--- src/rtl/downcounter_timer.sv ---
// rtl/downcounter_timer.sv - loadable down-counter/timer with one-shot and auto-reload modes
//
// Purpose:
//   Counts q from a programmed value down to 0. When the count reaches 0 it
//   pulses tc. In one-shot mode it then stops in DONE. In auto-reload mode it
//   reloads from reload_reg and keeps counting. Used as a delay or interval timer.
//   After reset q and reload_reg are all-ones, so the default count is 2^WIDTH-1 .. 0.
//
// Parameters:
//   WIDTH        counter width
//   PRESCALE     clk cycles per count tick (>= 1); used only with DNCNT_PRESCALE_EN
//
// Configuration macro:
//   DNCNT_PRESCALE_EN  defined   -> internal prescaler; one tick every PRESCALE cycles in RUN
//                      undefined -> one tick every clk cycle in RUN
//
// Ports:
//   clk          in   1      clock, posedge
//   rst          in   1      synchronous reset, active-high
//   load         in   1      load load_val into q and reload_reg, go IDLE
//   load_val     in   WIDTH  value captured on load
//   start        in   1      resume from IDLE, or restart from DONE
//   stop         in   1      pause counting (RUN -> IDLE); q holds
//   auto_reload  in   1      1: reload on terminal count; 0: one-shot
//   q            out  WIDTH  current count (registered)
//   busy         out  1      high while in RUN
//   tc           out  1      one-cycle pulse in the cycle q first shows 0 after a tick
//   done         out  1      high while in DONE (one-shot expired)

module downcounter_timer #(
  parameter int WIDTH    = 4,
  parameter int PRESCALE = 4
) (
  input  logic             clk,
  input  logic             rst,
  input  logic             load,
  input  logic [WIDTH-1:0] load_val,
  input  logic             start,
  input  logic             stop,
  input  logic             auto_reload,
  output logic [WIDTH-1:0] q,
  output logic             busy,
  output logic             tc,
  output logic             done
);

  typedef enum logic [1:0] {
    IDLE = 2'd0,
    RUN  = 2'd1,
    DONE = 2'd2
  } state_t;

  state_t           state;
  state_t           state_n;
  logic [WIDTH-1:0] reload_reg;
  logic [WIDTH-1:0] reload_n;
  logic [WIDTH-1:0] q_n;
  logic [WIDTH-1:0] nxt;
  logic             tc_n;
  logic             tick;

  // A zero prescale would never produce a tick.
  generate
    if (PRESCALE < 1) begin : g_prescale_check
      $error("downcounter_timer: PRESCALE must be >= 1");
    end
  endgenerate

`ifdef DNCNT_PRESCALE_EN
  localparam int PW = $clog2(PRESCALE + 1);

  logic [PW-1:0] pcnt;
  logic          pclr;

  // start is ignored while in RUN, so it clears the prescaler only when it is
  // accepted. A running interval is therefore not disturbed by a redundant start.
  assign pclr = load | stop | (start & (state != RUN));

  // The tick fires on the PRESCALE-th cycle after the counter was cleared.
  // This makes the first decrement come PRESCALE cycles after start.
  assign tick = (state == RUN) && (pcnt == PW'(PRESCALE - 1));

  always_ff @(posedge clk) begin
    if (rst || pclr) begin
      pcnt <= '0;
    end else if (state == RUN) begin
      pcnt <= tick ? '0 : pcnt + PW'(1);
    end
  end
`else
  assign tick = (state == RUN);
`endif

  // Reaching 0 reloads instead of underflowing. q wraps to all-ones only when
  // reload_reg itself is all-ones.
  assign nxt = (q == '0) ? reload_reg : q - WIDTH'(1);

  // Next-state logic. Priority is load > stop > start > count; rst is applied
  // in the register process. A stop blocks a start in every state.
  always_comb begin
    state_n  = state;
    q_n      = q;
    reload_n = reload_reg;
    tc_n     = 1'b0;
    if (load) begin
      q_n      = load_val;
      reload_n = load_val;
      state_n  = IDLE;
    end else if (stop) begin
      if (state == RUN) begin
        state_n = IDLE;
      end
    end else if (start) begin
      case (state)
        IDLE:    state_n = RUN;
        DONE: begin
          state_n = RUN;
          q_n     = reload_reg;
        end
        default: state_n = state;
      endcase
    end else if (tick) begin
      q_n  = nxt;
      tc_n = (nxt == '0);
      if ((nxt == '0) && !auto_reload) begin
        state_n = DONE;
      end
    end
  end

  always_ff @(posedge clk) begin
    if (rst) begin
      state      <= IDLE;
      q          <= '1;
      reload_reg <= '1;
      tc         <= 1'b0;
    end else begin
      state      <= state_n;
      q          <= q_n;
      reload_reg <= reload_n;
      tc         <= tc_n;
    end
  end

  assign busy = (state == RUN);
  assign done = (state == DONE);

endmodule

--- config.mk ---
export PLATFORM = sky130hd
export DESIGN_NAME = downcounter_timer
export DESIGN_NICKNAME = d
export VERILOG_FILES = /design/src/rtl/downcounter_timer.sv
export SDC_FILE = /design/constraint.sdc
export NUM_CORES = 1
export LEC_CHECK = 0
export ABC_AREA = 1
export CAP_MARGIN = 20
export CELL_PAD_IN_SITES_DETAIL_PLACEMENT = 1
export CELL_PAD_IN_SITES_GLOBAL_PLACEMENT = 1
export CORE_MARGIN = 5
export CORE_UTILIZATION = 32
export DETAILED_ROUTE_END_ITERATION = 16
export HOLD_SLACK_MARGIN = 0.08
export PLACE_DENSITY = 0.83
export SLEW_MARGIN = 10
export SYNTH_ARGS = -nofsm -noshare
export SYNTH_HDL_FRONTEND = slang
export SYNTH_SLANG_ARGS = --single-unit
--- constraint.sdc ---
create_clock -name clk -period 1.8 [get_ports clk]
set_input_delay 0.54 -clock clk [delete_from_list [all_inputs] [get_ports clk]]
set_output_delay 0.54 -clock clk [all_outputs]
set_load 0.02 [all_outputs]
==> flow_summary.yaml <==
timing:
  min_period_over_period_pct: 95.7
  worst_slack_ps: 77.1
  skew_ps: 7.59
  max-slew-margin-rel_pct: 79.1
  hold_viol: 0
  slew_viol_final: 0
  tightest_slew_ps: 310
  fmax_mhz: 580
  post-route-min-period_ps: 1720
  setup_viol: 0
  rsz0062_at_grt: "no"
worst_setup_path:
  crit_fanout: 4
  critical_path.endpoint_type: "output pin"
  path_cells: "inv_1 -> nor2_1 -> clkdlybuf4s15_1"
  required_ps: 1260
  cp-start-kind: "flop"
  path_delay_family: "flip-flops"
  critPathArrivalTime_ps: 1180
  slowest_delay_ps: 410
  reg2reg_from: "q[0]$_SDFFE_PP1P_"
  startpoint: "state[0]$_SDFFE_PP0P_"
  critPathKind: "reg2out"
  slowest_stage: "dfxtp_1"
  path_buf_inv: 2
final_layout:
  fin_nets: 139
  area_growth_pct: 42.7
  drive_gt1_share_pct: 22.8
  antenna_cells: 0
  layout_commonest_cell: "nand2_1"
  utilization_pct: 47.9
  layout_common_cells: "nand2_1, inv_1, dfxtp_1, clkdlybuf4s50_1, buf_4"
die:
  core-area_um2: 1980
  placementRows: 16
  dieWidth_um: 55.6
  io_pins: 17
  initial_utilization_pct: 33.6
  dieArea_um2: 3090
  die_h_um: 55.6
detailed_routing:
  viasPerCell: 4.79
  drcViolationCount: 0
  first_pass_iters: 3
  wl_per_cell_um: 12.6
  vias: 737
  antenna_left: 0
  routed_wl_um: 1940
  drtIter0Drc: 13
global_routing:
  track_usage_pct: 13.5
  grt_overflow: 0
  antenna_found_initial: 0
  grt_pass1_vias: 770
  grt_max_degree: 10
  grt_pass1_wl_um: 3350
power:
  p_leak_uw: 0.000437
  pwr-share-comb_pct: 26.2
  p_clk_share_pct: 29.2
  swShare_pct: 31.6
  powerDensity_nw_per_um2: 636
  p_sw_uw: 191
  p_seq_share_pct: 44.6
  ir_worst_vdd_uv: 301
  p_int_uw: 413
logic_synthesis:
  synth_area_um2: 666
  ys_warn_count: 0
  ys_ff_latch: 11
  synth_fa_ha_area_share_pct: 1.88
  synth_area_leaders: "dfxtp_1, nand2_1, o21ai_0, inv_1, nand3_1"
  yosysTopAreaCell: "dfxtp_1"
  synth_compound_gate_area_share_pct: 19.2
  synth_nets: 110
  synth_top_area_share_pct: 33.1
  yosysSeqAreaShare_pct: 33.1
  synthSimpleGateAreaFrac_pct: 35.2
  synth_area_per_cell_um2: 6.72
  synth_cells: 99
  synth_top_family_by_area: "simple AND/OR/NAND/NOR gates"
  yosysUniqueCellTypes: 19
  synthMuxAreaShare_pct: 0
  synth_xor_area_share_pct: 0
job:
  max-cap-violations: 0
clock_tree:
  clock_latency_ps: 280
  ctsHoldBuffers: 0
  cts_tree: "built"
  htreeDepth: 1
  clk_pin_slew_ps: 70
  clockBufferDepth: 2
  cts_sinks: 11
  cts_root_buffer: "clkbuf_4"
  cts_buffers: 3
  cts_setup_buffers: 0
min_path:
  holdCritStartpoint: "state[1]$_SDFFE_PP0P_"
  hp-class: "reg2reg"
placed_design:
  place.gp.congestion: 0.792
  io_buffers: 16
  dpl_worst_slack_ps: -176
  dp_hpwl_um: 1630
outcome:
  status: "completed"
## final timing paths
kind / cells past startpoint / to / slack (ps)
hold reg to reg: 2 / state[1]$_SDFFE_PP0P_ / 500
setup / recovery: 3 / busy / 80
setup reg to reg: 11 / state[0]$_SDFFE_PP0P_ / 220
hold / removal: 2 / state[1]$_SDFFE_PP0P_ / 500
## worst reg2reg max path: stages, from the launching register on
cell and delay [ps]:
dfxtp_1 320, inv_2 100, ha_2 260, nor2_1 60
nand3_1 80, nand3_1 120, nor2_2 150, nand3_2 80
nand2_2 80, nand2_1 90, nand2_1 100, a21oi_2 50
## what timing repair did
item | CTS | global route
resized for setup | 4 | 5
cloned | 0 | 0
endpoints found under the setup margin | 4 | 4
## final cells by class
type / instances / area [um2]
Clock buffer: 4 / 26.3
Fill cell: 263 / 1030
Inverter: 15 / 56.3
Multi-Input combinational cell: 71 / 377
Sequential cell: 11 / 220
Tap cell: 27 / 33.8
Timing Repair Buffer: 26 / 236
## cell families (layout without fill, tap and decap cells)
| group | count (synthesis) | count (layout) |
|---|---|---|
| adder cells (fa/ha/maj) | 1 | 1 |
| AND/OR/NAND/NOR | 47 | 47 |
| buffers and inverters | 17 | 45 |
| flip-flops | 11 | 11 |
| AO/OA/AOI/OAI | 23 | 23 |
## cells in the mapped netlist
cell	n
buf_6	1
nor2_2	2
o21ai_1	3
nand3_2	2
o211ai_1	2
nand2_1	18
inv_1	13
nor2_4	2
nor2_1	8
nor3_1	1
a21oi_2	2
clkbuf_1	1
o21ai_0	10
ha_1	1
nand3_1	9
dfxtp_1	11
nand2_2	5
a21oi_1	6
inv_2	2
## stage by stage
| stage | hold slack (ps) | area (um2) | power [uW] | std cells | setup TNS, ps |
|---|---|---|---|---|---|
| after floorplan | 446 | 666 | 364 | 99 | 0 |
| after global placement | 472 | 920 | 430 | 150 | -249 |
| after detailed placement | 488 | 920 | 437 | 150 | -583 |
| after CTS | 500 | 941 | 606 | 154 | 0 |
| after global routing | 538 | 950 | 639 | 154 | 0 |
| final | 497 | 950 | 604 | 154 | 0 |
## routing by layer
metal  share of wire (%)  vias up  routed length, um  global-route usage (%)
li1                    -      378                  -                       -
met4                 1.3        0                 26                    4.17
met5                   0        -                  0                       0
met2                  51       11                991                    23.8
met1                  44      343                857                    16.1
met3                 3.5        5                 67                    2.78
## power groups by stage
stage               registers [uW]  clock network (uW)  logic, uW
floorplan                      282                   0       82.2
CTS                            270                 176        160
finish                         269                 177        158
detailed placement             276                   0        161
global placement               275                   0        155
global route                   272                 190        177
Power figures use the tool's default switching activity.
